**config.mk**
```make
export PLATFORM = sky130hd
export DESIGN_NAME = axilite_rd_seq
export DESIGN_NICKNAME = d
export VERILOG_FILES = /design/src/rtl/axilite_rd_seq.sv
export SDC_FILE = /design/constraint.sdc
export NUM_CORES = 1
export LEC_CHECK = 0
export BUFFER_PORTS_ARGS = -buffer_cell sky130_fd_sc_hd__buf_2
export CAP_MARGIN = 30
export CORE_ASPECT_RATIO = 0.75
export CORE_MARGIN = 2
export CORE_UTILIZATION = 50
export CTS_BUF_LIST = sky130_fd_sc_hd__clkbuf_4
export DETAILED_ROUTE_END_ITERATION = 12
export PLACE_DENSITY = 0.74
export SYNTH_ARGS = -nofsm -noshare
export SYNTH_HDL_FRONTEND = slang
export SYNTH_SLANG_ARGS = --single-unit
```
**constraint.sdc**
```tcl
create_clock -name clk -period 5.15 [get_ports clk]
set_input_delay 1.03 -clock clk [delete_from_list [all_inputs] [get_ports clk]]
set_output_delay 1.03 -clock clk [all_outputs]
set_load 0.03 [all_outputs]
```
**src/rtl/axilite_rd_seq.sv**
```systemverilog
// rtl/axilite_rd_seq.sv - AXI4-Lite read request sequencer
// Splits an N-word read command into credit-limited single-word requests and indexes the returned words.
module axilite_rd_seq #(
  parameter int AXI_ADDR_WIDTH     = 32,
  parameter int USER_RD_DATA_WIDTH = 32,
  parameter int LEN_WIDTH          = 8,
  parameter int MAX_OUTSTANDING    = 8,
  parameter int TIMEOUT_CYCLES     = 1024
) (
  input  logic                          clk,
  input  logic                          reset_n,
  input  logic                          start,
  input  logic [AXI_ADDR_WIDTH-1:0]     start_addr,
  input  logic [LEN_WIDTH-1:0]          rd_len,
  output logic                          busy,
  output logic                          done,
  output logic                          err_timeout,
  output logic                          err_spurious,
  output logic                          user_rd_en,
  output logic [AXI_ADDR_WIDTH-1:0]     user_rd_addr,
  input  logic                          user_rd_ready,
  input  logic [USER_RD_DATA_WIDTH-1:0] user_rd_data,
  input  logic                          user_rd_valid,
  output logic [USER_RD_DATA_WIDTH-1:0] out_data,
  output logic                          out_valid,
  output logic [LEN_WIDTH-1:0]          out_index,
  output logic                          out_last
);
  localparam int CW = LEN_WIDTH + 1;
  localparam int OW = $clog2(MAX_OUTSTANDING + 1);
  localparam int TW = $clog2(TIMEOUT_CYCLES + 1);
  localparam logic [AXI_ADDR_WIDTH-1:0] STEP = AXI_ADDR_WIDTH'(USER_RD_DATA_WIDTH / 8);

  typedef enum logic [1:0] {S_IDLE, S_ISSUE, S_DRAIN, S_DONE} state_t;
  state_t r_state, w_state_nxt;

  logic [AXI_ADDR_WIDTH-1:0]     r_next_addr, r_rd_addr;
  logic [CW-1:0]                 r_len, r_issued, r_received;
  logic [OW-1:0]                 r_outstanding;
  logic [TW-1:0]                 r_timer;
  logic                          r_rd_en, r_out_valid, r_out_last;
  logic                          r_err_timeout, r_err_spurious;
  logic [USER_RD_DATA_WIDTH-1:0] r_out_data;
  logic [LEN_WIDTH-1:0]          r_out_index;
  logic                          w_active, w_start, w_issue, w_accept, w_idle_tick, w_timeout;

  assign w_active    = (r_state == S_ISSUE) || (r_state == S_DRAIN);
  assign w_start     = (r_state == S_IDLE) && start;
  assign w_issue     = (r_state == S_ISSUE) && user_rd_ready && (r_issued < r_len) &&
                       (r_outstanding < OW'(MAX_OUTSTANDING));
  assign w_accept    = w_active && user_rd_valid && (r_outstanding != '0);
  // Idle means waiting on the read channel with nothing issued or returned this cycle.
  assign w_idle_tick = w_active && (r_outstanding != '0) && !w_issue && !w_accept;
  assign w_timeout   = w_idle_tick && (r_timer == TW'(TIMEOUT_CYCLES - 1));

  always_ff @(posedge clk or negedge reset_n) begin
    if (!reset_n) r_state <= S_IDLE;
    else          r_state <= w_state_nxt;
  end

  always_comb begin
    w_state_nxt = r_state;
    case (r_state)
      S_IDLE:  if (start) w_state_nxt = (rd_len == '0) ? S_DONE : S_ISSUE;
      S_ISSUE: if (w_timeout) w_state_nxt = S_DONE;
               else if (r_issued == r_len) w_state_nxt = S_DRAIN;
      S_DRAIN: if (w_timeout || (r_received == r_len)) w_state_nxt = S_DONE;
      S_DONE:  w_state_nxt = S_IDLE;
      default: w_state_nxt = S_IDLE;
    endcase
  end

  always_ff @(posedge clk or negedge reset_n) begin
    if (!reset_n) begin
      r_next_addr    <= '0;
      r_rd_addr      <= '0;
      r_len          <= '0;
      r_issued       <= '0;
      r_received     <= '0;
      r_outstanding  <= '0;
      r_timer        <= '0;
      r_rd_en        <= 1'b0;
      r_out_valid    <= 1'b0;
      r_out_last     <= 1'b0;
      r_out_data     <= '0;
      r_out_index    <= '0;
      r_err_timeout  <= 1'b0;
      r_err_spurious <= 1'b0;
    end else begin
      r_rd_en     <= w_issue;
      r_out_valid <= w_accept;
      r_out_last  <= w_accept && (r_received == r_len - CW'(1));
      if (w_accept) begin
        r_out_data  <= user_rd_data;
        r_out_index <= r_received[LEN_WIDTH-1:0];
      end
      if (w_start) begin
        r_next_addr    <= start_addr;
        r_len          <= {1'b0, rd_len};
        r_issued       <= '0;
        r_received     <= '0;
        r_outstanding  <= '0;
        r_timer        <= '0;
        r_err_timeout  <= 1'b0;
        r_err_spurious <= 1'b0;
      end else begin
        if (w_issue) begin
          r_rd_addr   <= r_next_addr;
          r_next_addr <= r_next_addr + STEP;
          r_issued    <= r_issued + CW'(1);
        end
        if (w_accept) r_received <= r_received + CW'(1);
        if (w_timeout) begin
          r_outstanding <= '0;
          r_err_timeout <= 1'b1;
        end else if (w_issue && !w_accept) begin
          r_outstanding <= r_outstanding + OW'(1);
        end else if (!w_issue && w_accept) begin
          r_outstanding <= r_outstanding - OW'(1);
        end
        if (w_issue || w_accept || w_timeout) r_timer <= '0;
        else if (w_idle_tick)                 r_timer <= r_timer + TW'(1);
      end
      if (user_rd_valid && !w_accept) r_err_spurious <= 1'b1;
    end
  end

  assign busy         = (r_state != S_IDLE);
  assign done         = (r_state == S_DONE);
  assign err_timeout  = r_err_timeout;
  assign err_spurious = r_err_spurious;
  assign user_rd_en   = r_rd_en;
  assign user_rd_addr = r_rd_addr;
  assign out_data     = r_out_data;
  assign out_valid    = r_out_valid;
  assign out_index    = r_out_index;
  assign out_last     = r_out_last;
endmodule

```
==> metrics.md, run 1 <==
| Metric | Value |
|---|---|
| Transition time at the pin with the least slew margin | `0.935 ns` |
| First-pass iteration count of the detailed router | `5` |
| Proportion of register bits with asynchronous set or reset after synthesis | `100%` |
| Max rail drop VDD | `between 0.0003 and 0.0004 V` |
| Syn Inst Count | `slightly below 800` |
| CP endpoint kind | `register` |
| GRT Residual Overflow | `0` |
| Dominant cell type by area after synthesis | `sky130_fd_sc_hd__dfrtp_1` |
| Portion of the post-synthesis area used by sequential elements | `49.7%` |
| Flip-flop and latch count after synthesis | `between 150 and 200` |
| EDFF count, synth | `0` |
| Wire length per cell after detailed routing | `between 15 and 20 um` |
| Placed wire-length estimate | `12200 um` |
| Clock root buffer | `sky130_fd_sc_hd__clkbuf_4` |
| Required @ worst endpoint | `about 5.6 ns` |
| P_leak | `approximately 0.0042 uW` |
| Top-level port count | `around 160` |
| YS warnings | `0` |
| Final hold violations | `0` |
| Fraction of layout cells with a size suffix above 1 | `26.6%` |
| Number of clock buffers inserted by TritonCTS | `17` |
| Non-filler instance count after layout | `about 1100` |
| Chip Height | `between 100 and 150 um` |
| Main area contributors after synthesis | `sky130_fd_sc_hd__dfrtp_1 (50%), sky130_fd_sc_hd__nand2_1 (9.4%), sky130_fd_sc_hd__xnor2_1 (4.8%)` |
| Post-cts hold buffer count | `0` |
| Worst clock skew | `approximately 0.034 ns` |
| Layout overhead on the synthesized area | `14.8%` |
| Number of nets with antenna violations after detailed routing | `0` |
| H-Tree Level Count | `4` |
| Mean Syn Cell Area | `between 9 and 10 um^2` |
| Relative slew margins | `~38%` |
| Final nets | `approximately 1000` |
| Setup-violating endpoint count in the final report | `0` |
| Die Span X | `roughly 150 um` |
| Number of library cell types mapped by synthesis | `66` |
| CTS Sinks | `approximately 150` |
| Final weighted congestion in routability-driven placement | `~0.83` |
| Cell Count Post-Placement | `about 1100` |
| Clock tree from TritonCTS | `yes` |
| Syn Nets | `873` |
| Outcome | `finished clean` |
| Setup Fix Bufs, Post-CTS | `0` |
| Largest net degree at the start of global routing | `between 80 and 90` |
| Filler cells | `roughly 1300` |
| Deepest clock path buffer count | `2` |
| Largest fanout of any net on the critical path | `10` |
| First DRT Iteration DRCs | `about 400` |
| Power density over the cells | `roughly 580 mW/mm^2` |
| Synth Cell Area | `between 0.007 and 0.008 mm^2` |
| Number of global-route vias before repair | `5653` |
| Setup crit start kind | `register` |
| Most common cell after layout, fill and taps aside | `sky130_fd_sc_hd__nand2_1` |
| Number of gates resized after CTS | `0` |
| Overall track demand over capacity in global routing | `roughly 22%` |
| Final max-slew violation count | `0` |
| RSZ-0062 raised after global routing | `no` |
| Post-route minimum period | `about 3.5 ns` |
| Clock transition time at the flip-flop clock pins of the worst setup and hold paths | `0.13 ns` |
| Area enclosed by the die boundary | `0.0163 mm^2` |
| Site row count | `39` |
| TNS Setup | `0 ns` |
| Number of max-cap violations | `0` |
| Ys flop type | `sky130_fd_sc_hd__dfrtp_1` |
| Area of the placeable core | `0.0151 mm^2` |
| Worst Hold Class | `register to register` |
| Endpoint arrival time on the critical path | `about 4.0 ns` |
| Worst R2R Setup Slack | `1.62 ns` |
| Top-area cell type share of the netlist area | `49.7%` |
| Worst-Skew Late Latency | `0.58 ns` |
| Buffers on Ports | `about 160` |
| Multi-input gate area in the final layout | `~0.0036 mm^2` |
| Final core utilization | `around three fifths` |
| Global-route wire length before repair | `28600 um` |
| Final clock period utilization by the worst path | `around 69%` |
| Type of the worst setup path | `register to register` |
| Starting density of the core | `50.8%` |
| Register area | `between 0.003 and 0.004 mm^2` |
| Max Clock Freq | `283 MHz` |
| Vias per Instance | `roughly 5.3` |
| DRC | `0` |
| Number of antenna violations at the first check in global routing | `1` |
| Aggregate routed wire length | `17200 um` |
| Via count | `between 5000 and 6000` |
| Most frequent cells in the layout | `sky130_fd_sc_hd__nand2_1 (191), sky130_fd_sc_hd__buf_2 (154), sky130_fd_sc_hd__dfrtp_1 (152)` |
## path summary, 6_finish.rpt
path,end,start,cells past startpoint
hold / removal,out_data[27]$_DFFE_PN0P_,out_data[27]$_DFFE_PN0P_,2
setup reg to reg,r_outstanding[3]$_DFFE_PN0P_,r_len[6]$_DFFE_PN0P_,16
max in group asynchronous,err_spurious$_DFFE_PN0P_,reset_n,2
setup / recovery,r_outstanding[3]$_DFFE_PN0P_,r_len[6]$_DFFE_PN0P_,16
min in group asynchronous,r_next_addr[25]$_DFFE_PN0N_,reset_n,1
hold reg to reg,out_data[27]$_DFFE_PN0P_,out_data[27]$_DFFE_PN0P_,2
## cells in the mapped netlist (5+ instances only)
cell type and number:
sky130_fd_sc_hd__nand2_1 191, sky130_fd_sc_hd__dfrtp_1 152, sky130_fd_sc_hd__xnor2_1 42, sky130_fd_sc_hd__nor2_1 41, sky130_fd_sc_hd__o21ai_0 32, sky130_fd_sc_hd__mux2_2 30, sky130_fd_sc_hd__clkbuf_1 25, sky130_fd_sc_hd__ha_1 22
sky130_fd_sc_hd__inv_1 22, sky130_fd_sc_hd__nand4_1 19, sky130_fd_sc_hd__nand3_1 18, sky130_fd_sc_hd__xor2_1 16, sky130_fd_sc_hd__a21oi_1 15, sky130_fd_sc_hd__o21ai_1 15, sky130_fd_sc_hd__and3_1 13, sky130_fd_sc_hd__nor3_1 8
sky130_fd_sc_hd__a31oi_1 6, sky130_fd_sc_hd__nor4b_1 6, sky130_fd_sc_hd__or3_1 6, sky130_fd_sc_hd__buf_2 5, sky130_fd_sc_hd__buf_6 5, sky130_fd_sc_hd__mux2i_1 5, sky130_fd_sc_hd__o31ai_1 5
## kinds of logic after synthesis
family                     count (synthesis)  share of synthesized area (%)
buffers and inverters                     63                           3.86
and+or+nand+nor                          342                           22.9
DFF                                      152                           49.7
AOI/OAI and AO/OA                         98                           7.75
xor gates and xnor gates                  58                           6.63
muxes                                     37                           5.36
adders and majority gates                 23                           3.86
## layout make-up
cell class,count,share of cell area [%]
clock buffers,20,1.71
flip-flops and latches,152,43.3
multi-input cells,558,40.5
well taps,205,2.92
repair buffers,160,9.33
inverters,24,1.03
diodes,1,0.0285
clock inverters,12,1.20
## metrics by stage
| stage | total power, uW | cell area [um^2] | hold WS (ns) | worst slack [ns] |
|---|---|---|---|---|
| 3_3_place_gp | 4390 | 8530 | 0.453 | 1.54 |
| 2_1_floorplan | 3800 | 7660 | 0.442 | 1.84 |
| 4_1_cts | 5140 | 8780 | 0.487 | 1.63 |
| 6_report | 5110 | 8790 | 0.481 | 1.62 |
| 5_1_grt | 5490 | 8790 | 0.509 | 1.41 |
| 3_5_place_dp | 4450 | 8530 | 0.457 | 1.49 |
## critical path, cell delays in order (launching register included)
cell                      delay (ns)
sky130_fd_sc_hd__dfrtp_1        0.50
sky130_fd_sc_hd__inv_1          0.11
sky130_fd_sc_hd__ha_1           0.32
sky130_fd_sc_hd__and4b_4        0.20
sky130_fd_sc_hd__a211o_1        0.31
sky130_fd_sc_hd__nor2_4         0.27
sky130_fd_sc_hd__nand2_2        0.12
sky130_fd_sc_hd__inv_2          0.20
sky130_fd_sc_hd__ha_1           0.22
sky130_fd_sc_hd__inv_1          0.09
sky130_fd_sc_hd__ha_1           0.27
sky130_fd_sc_hd__a21o_1         0.19
sky130_fd_sc_hd__a21oi_1        0.18
sky130_fd_sc_hd__xnor2_1        0.13
sky130_fd_sc_hd__nand2_1        0.08
sky130_fd_sc_hd__xnor2_1        0.12
sky130_fd_sc_hd__nor2b_1        0.12
## registers in the layout (all words and copies together) (netlist names)
| signal | flops |
|---|---|
| out_last | 1 |
| err_timeout | 1 |
| user_rd_addr | 32 |
| r_outstanding | 4 |
| r_received | 9 |
| out_valid | 1 |
| r_next_addr | 32 |
| user_rd_en | 1 |
| out_index | 8 |
| r_timer | 11 |
| err_spurious | 1 |
| r_len | 8 |
| out_data | 32 |
| r_issued | 9 |
| r_state | 2 |
## power by group
| part | switching, uW | internal, uW |
|---|---|---|
| combinational | 1550 | 862 |
| clock | 432 | 252 |
| sequential | 371 | 1640 |
| total | 2350 | 2760 |
## layer usage
layer / routed length [um] / global-route usage, %
met4: 198 / 5.76
met3: 894 / 5.35
met1: 8310 / 32.4
met5: 0 / 0
met2: 7770 / 32.2
No activity file was read; power rests on OpenSTA's default activity.
==> run 2, diff against run 1 <==
--- a/config.mk
+++ b/config.mk
@@ -12,7 +12,7 @@
 export CORE_UTILIZATION = 50
 export CTS_BUF_LIST = sky130_fd_sc_hd__clkbuf_4
 export DETAILED_ROUTE_END_ITERATION = 12
-export PLACE_DENSITY = 0.74
+export PLACE_DENSITY = 0.77
 export SYNTH_ARGS = -nofsm -noshare
 export SYNTH_HDL_FRONTEND = slang
 export SYNTH_SLANG_ARGS = --single-unit
==> constraint.sdc (replaced) <==
create_clock -name clk -period 3.2 [get_ports clk]
set_input_delay 0.64 -clock clk [delete_from_list [all_inputs] [get_ports clk]]
set_output_delay 0.64 -clock clk [all_outputs]
set_load 0.03 [all_outputs]
==> run 2 against run 1 <==
Effect of this change:
- routed wire length is 4.2% higher
- global-route usage is 1.3 points higher
- critical path depth stayed put
- combinational power is 68% higher
- final cell count is 1.1% higher
- register-to-register slack worse by 1.4 ns
- clock power is 82% higher
- hold slack worse by 0.44 ns
- first-iteration DRC count is 32% higher
- highest routed layer unchanged
==> metrics.md, run 2 (same netlist as run 1, synthesis figures left out) <==
| Metric | Value |
|---|---|
| DRC | `0 (unchanged)` |
| Filler cells | `1296 (was 1304)` |
| Transition time at the pin with the least slew margin | `0.662 ns (was 0.935 ns)` |
| Multi-input gate area in the final layout | `0.00357 mm^2 (was 0.00356 mm^2)` |
| Max Clock Freq | `334 MHz (was 283 MHz)` |
| Type of the worst setup path | `register to register (unchanged)` |
| Final weighted congestion in routability-driven placement | `0.853 (was 0.834)` |
| Post-cts hold buffer count | `0 (unchanged)` |
| Number of antenna violations at the first check in global routing | `1 (unchanged)` |
| Final hold violations | `0 (unchanged)` |
| Most frequent cells in the layout | `sky130_fd_sc_hd__nand2_1 (191), sky130_fd_sc_hd__buf_2 (154), sky130_fd_sc_hd__dfrtp_1 (152) (unchanged)` |
| Layout overhead on the synthesized area | `17.1% (was 14.8%)` |
| Chip Height | `111 um (unchanged)` |
| Aggregate routed wire length | `17900 um (was 17200 um)` |
| Number of nets with antenna violations after detailed routing | `0 (unchanged)` |
| Worst-Skew Late Latency | `0.57 ns (was 0.58 ns)` |
| GRT Residual Overflow | `0 (unchanged)` |
| Starting density of the core | `50.8% (unchanged)` |
| CTS Sinks | `152 (unchanged)` |
| Die Span X | `147 um (unchanged)` |
| CP endpoint kind | `register (unchanged)` |
| Post-route minimum period | `3.00 ns (was 3.53 ns)` |
| Placed wire-length estimate | `12800 um (was 12200 um)` |
| Final nets | `1027 (was 1013)` |
| Register area | `0.00380 mm^2 (unchanged)` |
| Wire length per cell after detailed routing | `15.6 um (was 15.2 um)` |
| Fraction of layout cells with a size suffix above 1 | `27.7% (was 26.6%)` |
| Worst clock skew | `0.0186 ns (was 0.0341 ns)` |
| Setup-violating endpoint count in the final report | `0 (unchanged)` |
| Outcome | `finished clean (unchanged)` |
| Final max-slew violation count | `0 (unchanged)` |
| Largest net degree at the start of global routing | `70 (was 86)` |
| Most common cell after layout, fill and taps aside | `sky130_fd_sc_hd__nand2_1 (unchanged)` |
| Area enclosed by the die boundary | `0.0163 mm^2 (unchanged)` |
| Largest fanout of any net on the critical path | `4 (was 10)` |
| Clock transition time at the flip-flop clock pins of the worst setup and hold paths | `0.13 ns (about the same)` |
| First-pass iteration count of the detailed router | `5 (unchanged)` |
| Required @ worst endpoint | `3.68 ns (was 5.62 ns)` |
| Deepest clock path buffer count | `2 (unchanged)` |
| Final clock period utilization by the worst path | `93.7% (was 68.5%)` |
| RSZ-0062 raised after global routing | `no (unchanged)` |
| Max rail drop VDD | `0.000553 V (was 0.000314 V)` |
| Site row count | `39 (unchanged)` |
| Clock tree from TritonCTS | `yes (unchanged)` |
| Relative slew margins | `55.9% (was 37.7%)` |
| Power density over the cells | `951 mW/mm^2 (was 582 mW/mm^2)` |
| Number of global-route vias before repair | `5946 (was 5653)` |
| Endpoint arrival time on the critical path | `3.48 ns (was 4.00 ns)` |
| P_leak | `0.00425 uW (was 0.00416 uW)` |
| Number of clock buffers inserted by TritonCTS | `17 (unchanged)` |
| Buffers on Ports | `155 (unchanged)` |
| Top-level port count | `156 (unchanged)` |
| Setup crit start kind | `register (unchanged)` |
| Worst Hold Class | `input pin to asynchronous set/reset pin (was register to register)` |
| Number of max-cap violations | `0 (unchanged)` |
| Area of the placeable core | `0.0151 mm^2 (unchanged)` |
| First DRT Iteration DRCs | `524 (was 397)` |
| Via count | `6120 (was 5991)` |
| Clock root buffer | `sky130_fd_sc_hd__clkbuf_4 (unchanged)` |
| Power after layout | `8520 uW (was 5110 uW)` |
| TNS Setup | `0 ns (unchanged)` |
| Overall track demand over capacity in global routing | `23.1% (was 21.9%)` |
| Global-route wire length before repair | `30100 um (was 28600 um)` |
| H-Tree Level Count | `4 (unchanged)` |
| Vias per Instance | `5.34 (was 5.29)` |
-- run 2: changes by cell type in the layout (fill, tap and decap cells not counted), moves of 2 or more --
cell	delta
sky130_fd_sc_hd__clkinv_1	+2
sky130_fd_sc_hd__clkinv_2	-2
sky130_fd_sc_hd__bufinv_16	+2
sky130_fd_sc_hd__clkbuf_4	-2
sky130_fd_sc_hd__buf_4	+12
sky130_fd_sc_hd__buf_12	+2
-- run 2: critical path: stages, from the launching register on --
cell                      delay, ns
sky130_fd_sc_hd__dfrtp_1       0.39
sky130_fd_sc_hd__inv_1         0.08
sky130_fd_sc_hd__ha_1          0.31
sky130_fd_sc_hd__a21o_1        0.18
sky130_fd_sc_hd__a211o_1       0.35
sky130_fd_sc_hd__nor2_4        0.14
sky130_fd_sc_hd__nand2_2       0.09
sky130_fd_sc_hd__inv_4         0.06
sky130_fd_sc_hd__ha_1          0.18
sky130_fd_sc_hd__inv_1         0.09
sky130_fd_sc_hd__ha_1          0.28
sky130_fd_sc_hd__a21o_1        0.19
sky130_fd_sc_hd__a21oi_2       0.14
sky130_fd_sc_hd__xnor2_1       0.12
sky130_fd_sc_hd__nand2_1       0.08
sky130_fd_sc_hd__xnor2_1       0.12
sky130_fd_sc_hd__nor2b_1       0.12
-- run 2: power by group --
group | switching, uW | total (uW) | internal, uW | leakage (uW)
clock network | 698 | 1240 | 540 | 0.000145
logic | 2580 | 4060 | 1480 | 0.00218
registers | 582 | 3230 | 2650 | 0.00193
-- run 2: final timing paths --
check	cells past startpoint	slack, ns	startpoint	to
setup / recovery	16	0.20	r_len[4]$_DFFE_PN0P_	r_outstanding[3]$_DFFE_PN0P_
hold / removal	1	0.04	reset_n	out_index[5]$_DFFE_PN0P_
setup reg to reg	16	0.20	r_len[4]$_DFFE_PN0P_	r_outstanding[3]$_DFFE_PN0P_
hold reg to reg	2	0.49	out_index[1]$_DFFE_PN0P_	out_index[1]$_DFFE_PN0P_
max in group asynchronous	2	2.36	reset_n	r_timer[0]$_DFFE_PN0P_
min in group clk	3	0.25	user_rd_data[1]	out_data[1]$_DFFE_PN0P_
-- run 2: per-layer routing --
layer	GRT usage (%)	up-vias	share of wire (%)
met2	34.2	154	45
li1	-	2944	-
met4	6.21	0	1.4
met3	5.72	23	4.9
met5	0	-	0
met1	34.1	2999	49
-- run 2: layout make-up --
| cell class | count | area share, % |
|---|---|---|
| Sequential cell | 152 | 42.4 |
| Multi-Input combinational cell | 558 | 39.8 |
| Timing Repair Buffer | 174 | 10.6 |
| Tap cell | 205 | 2.86 |
| Clock inverter | 13 | 1.73 |
| Clock buffer | 18 | 1.51 |
| Inverter | 24 | 1.03 |
| Antenna cell | 1 | 0.0279 |
-- run 2: timing repair --
action                                  4_1_cts  5_1_grt
endpoints found under the setup margin        0        1
resized for setup                             0        3
buffers inserted                              0        2
-- run 2: per-stage QoR --
| step | cells | area, um^2 | util [%] | hold WS [ns] | worst slack, ns |
|---|---|---|---|---|---|
| 2_1_floorplan | 773 | 7660 | - | 0.344 | 0.0183 |
| 3_3_place_gp | 1111 | 8650 | 57.3 | 0.452 | 0.220 |
| 3_5_place_dp | 1111 | 8650 | 57.3 | 0.457 | 0.153 |
| 4_1_cts | 1142 | 8940 | 59.3 | 0.0621 | 0.119 |
| 5_1_grt | 1145 | 8960 | 59.5 | 0.0686 | 0.00328 |
| 6_report | 1145 | 8960 | 59.5 | 0.0439 | 0.202 |
==> run 3, diff against run 2 <==
--- a/config.mk
+++ b/config.mk
@@ -12,7 +12,7 @@
 export CORE_UTILIZATION = 50
 export CTS_BUF_LIST = sky130_fd_sc_hd__clkbuf_4
 export DETAILED_ROUTE_END_ITERATION = 12
-export PLACE_DENSITY = 0.77
+export PLACE_DENSITY = 0.74
 export SYNTH_ARGS = -nofsm -noshare
 export SYNTH_HDL_FRONTEND = slang
 export SYNTH_SLANG_ARGS = --single-unit
==> constraint.sdc (replaced) <==
create_clock -name clk -period 3.1 [get_ports clk]
set_input_delay 0.62 -clock clk [delete_from_list [all_inputs] [get_ports clk]]
set_output_delay 0.62 -clock clk [all_outputs]
set_load 0.03 [all_outputs]
==> run 3 against run 2 <==
Effect of this change:
- sequential power is 3% higher
- sequential share of layout area down 0.19 points
- setup slack gained 0.013 ns
- sequential cell count did not move
- combinational power rose by 3%
- fmax increased by 3.9%
- critical path type unchanged
- largest power group unchanged
==> metrics.md, run 3 (same netlist as run 1, synthesis figures left out) <==
| Metric | Value |
|---|---|
| Number of max-cap violations | `0 (unchanged)` |
| Number of global-route vias before repair | `5794 (was 5946)` |
| Worst Hold Class | `input pin to asynchronous set/reset pin (unchanged)` |
| Clock network fraction of total power | `14.5% (about the same)` |
| Layout overhead on the synthesized area | `17.6% (was 17.1%)` |
| Via count | `6017 (was 6120)` |
| Site row count | `39 (unchanged)` |
| Number of clock buffers inserted by TritonCTS | `17 (unchanged)` |
| Deepest clock path buffer count | `2 (unchanged)` |
| Power density over the cells | `975 mW/mm^2 (was 951 mW/mm^2)` |
| Area of the placeable core | `0.0151 mm^2 (unchanged)` |
| Largest fanout of any net on the critical path | `3 (was 4)` |
| Clock root buffer | `sky130_fd_sc_hd__clkbuf_4 (unchanged)` |
| Setup crit start kind | `register (unchanged)` |
| Relative slew margins | `57.0% (was 55.9%)` |
| Final max-slew violation count | `0 (unchanged)` |
| RSZ-0062 raised after global routing | `no (unchanged)` |
| Largest net degree at the start of global routing | `59 (was 70)` |
| Ant. Diodes | `0 (was 1)` |
| Buffers on Ports | `155 (unchanged)` |
| TNS Setup | `0 ns (unchanged)` |
| Die Span X | `147 um (unchanged)` |
| Area enclosed by the die boundary | `0.0163 mm^2 (unchanged)` |
| Post-cts hold buffer count | `0 (unchanged)` |
| Pre-CTS setup slack | `0.157 ns (was 0.153 ns)` |
| Post-route worst hold slack | `0.0168 ns (was 0.0439 ns)` |
| Required @ worst endpoint | `3.52 ns (was 3.68 ns)` |
| Top-level port count | `156 (unchanged)` |
| Setup-violating endpoint count in the final report | `0 (unchanged)` |
| Clock transition time at the flip-flop clock pins of the worst setup and hold paths | `0.14 ns (was 0.13 ns)` |
| Max rail drop VDD | `0.000479 V (was 0.000553 V)` |
| Final hold violations | `0 (unchanged)` |
| Type of the worst setup path | `register to register (unchanged)` |
| Overall track demand over capacity in global routing | `22.5% (was 23.1%)` |
| Proportion of power drawn by flip-flops and latches | `37.8% (was 37.9%)` |
| Final nets | `1028 (was 1027)` |
| First DRT Iteration DRCs | `357 (was 524)` |
| Outcome | `finished clean (unchanged)` |
| P_leak | `0.00428 uW (was 0.00425 uW)` |
| PnR worst setup slack | `0.215 ns (was 0.202 ns)` |
| Fraction of layout cells with a size suffix above 1 | `27.9% (was 27.7%)` |
| Worst-Skew Late Latency | `0.54 ns (was 0.57 ns)` |
| Internal portion of total power | `4830 uW (was 4660 uW)` |
| Number of antenna violations at the first check in global routing | `0 (was 1)` |
| Vias per Instance | `5.25 (was 5.34)` |
| Placed wire-length estimate | `12300 um (was 12800 um)` |
| GRT Residual Overflow | `0 (unchanged)` |
| Filler cells | `1302 (was 1296)` |
| Post-route minimum period | `2.89 ns (was 3.00 ns)` |
| H-Tree Level Count | `4 (unchanged)` |
| CTS Sinks | `152 (unchanged)` |
| Number of nets with antenna violations after detailed routing | `0 (unchanged)` |
| Worst clock skew | `0.0254 ns (was 0.0186 ns)` |
| Chip Height | `111 um (unchanged)` |
| Final clock period utilization by the worst path | `93.1% (was 93.7%)` |
| Wire length per cell after detailed routing | `15.1 um (was 15.6 um)` |
| Switch share | `44.9% (was 45.3%)` |
| Starting density of the core | `50.8% (unchanged)` |
| DRC | `0 (unchanged)` |
| Aggregate routed wire length | `17300 um (was 17900 um)` |
| R2r startpoint | `r_issued[6]$_DFFE_PN0N_ (was r_len[4]$_DFFE_PN0P_)` |
| CP endpoint kind | `register (unchanged)` |
| Worst R2R Setup Slack | `0.21 ns (was 0.20 ns)` |
| Endpoint arrival time on the critical path | `3.30 ns (was 3.48 ns)` |
| Combinational Power Share | `47.7% (was 47.6%)` |
| Worst setup path startpoint | `r_issued[6]$_DFFE_PN0N_ (was r_len[4]$_DFFE_PN0P_)` |
| Final weighted congestion in routability-driven placement | `0.838 (was 0.853)` |
| Most frequent cells in the layout | `sky130_fd_sc_hd__nand2_1 (191), sky130_fd_sc_hd__buf_2 (154), sky130_fd_sc_hd__dfrtp_1 (152) (unchanged)` |
| Reg2reg path depth | `15 (was 16)` |
| Max Clock Freq | `347 MHz (was 334 MHz)` |
| P_sw | `3950 uW (was 3860 uW)` |
| Global-route wire length before repair | `29400 um (was 30100 um)` |
| First-pass iteration count of the detailed router | `5 (unchanged)` |
| Most common cell after layout, fill and taps aside | `sky130_fd_sc_hd__nand2_1 (unchanged)` |
| Transition time at the pin with the least slew margin | `0.639 ns (was 0.662 ns)` |
| Clock tree from TritonCTS | `yes (unchanged)` |
==> run 3: worst paths after layout <==
path,endpoint
worst max-delay path,r_outstanding[3]$_DFFE_PN0P_
worst min-delay path,out_data[2]$_DFFE_PN0P_
worst max register to register,r_outstanding[3]$_DFFE_PN0P_
worst min register to register,out_data[16]$_DFFE_PN0P_
max in group asynchronous,r_timer[1]$_DFFE_PN0P_
min in group clk,out_data[3]$_DFFE_PN0P_
==> run 3: metrics by stage <==
step | utilization [%] | area, um^2 | std cells | power, uW
4_1_cts | 59.6 | 8980 | 1144 | 8830
3_5_place_dp | 57.7 | 8690 | 1112 | 7550
5_1_grt | 59.7 | 9000 | 1146 | 9480
3_3_place_gp | 57.7 | 8690 | 1112 | 7440
6_report | 59.7 | 9000 | 1146 | 8780
2_1_floorplan | - | 7690 | 773 | 6350
==> run 3: timing repair <==
action | in CTS | in global routing
setup buffers | 0 | 2
gates resized for setup | 0 | 2
endpoints found under the setup margin | 0 | 1
==> run 3: worst max-delay path, stage by stage, from the launching register on <==
cell                      delay (ns)
sky130_fd_sc_hd__dfrtp_1        0.43
sky130_fd_sc_hd__ha_1           0.31
sky130_fd_sc_hd__a21oi_1        0.07
sky130_fd_sc_hd__nor3b_1        0.50
sky130_fd_sc_hd__nor2_4         0.10
sky130_fd_sc_hd__nand2_4        0.12
sky130_fd_sc_hd__inv_4          0.04
sky130_fd_sc_hd__ha_4           0.15
sky130_fd_sc_hd__inv_2          0.07
sky130_fd_sc_hd__ha_1           0.22
sky130_fd_sc_hd__a21o_1         0.18
sky130_fd_sc_hd__a21oi_2        0.13
sky130_fd_sc_hd__xnor2_1        0.12
sky130_fd_sc_hd__nand2_1        0.08
sky130_fd_sc_hd__xnor2_1        0.12
sky130_fd_sc_hd__nor2b_1        0.12
==> run 3: layout make-up <==
cell class                 instances  area [um^2]  area share, %
clock inverter                    14          155           1.72
tap                              205          256           2.85
timing repair buffer             175          982           10.9
clock buffer                      18          135           1.50
multi-input combinational        558         3580           39.8
inverter                          24         92.6           1.03
sequential                       152         3800           42.2
==> run 3: per-layer routing <==
layer  track usage, %  part of all wire (%)
met1             34.1                    50
met4             5.05                  0.89
met2             33.2                    44
met5                0                     0
met3             4.90                   4.4
==> run 3: power groups by stage <==
stage | Clock, uW | Sequential (uW) | Combinational, uW
2_1_floorplan | 0 | 4050 | 2300
3_3_place_gp | 0 | 3340 | 4100
3_5_place_dp | 0 | 3360 | 4180
4_1_cts | 1300 | 3320 | 4200
5_1_grt | 1400 | 3440 | 4640
6_report | 1270 | 3320 | 4190
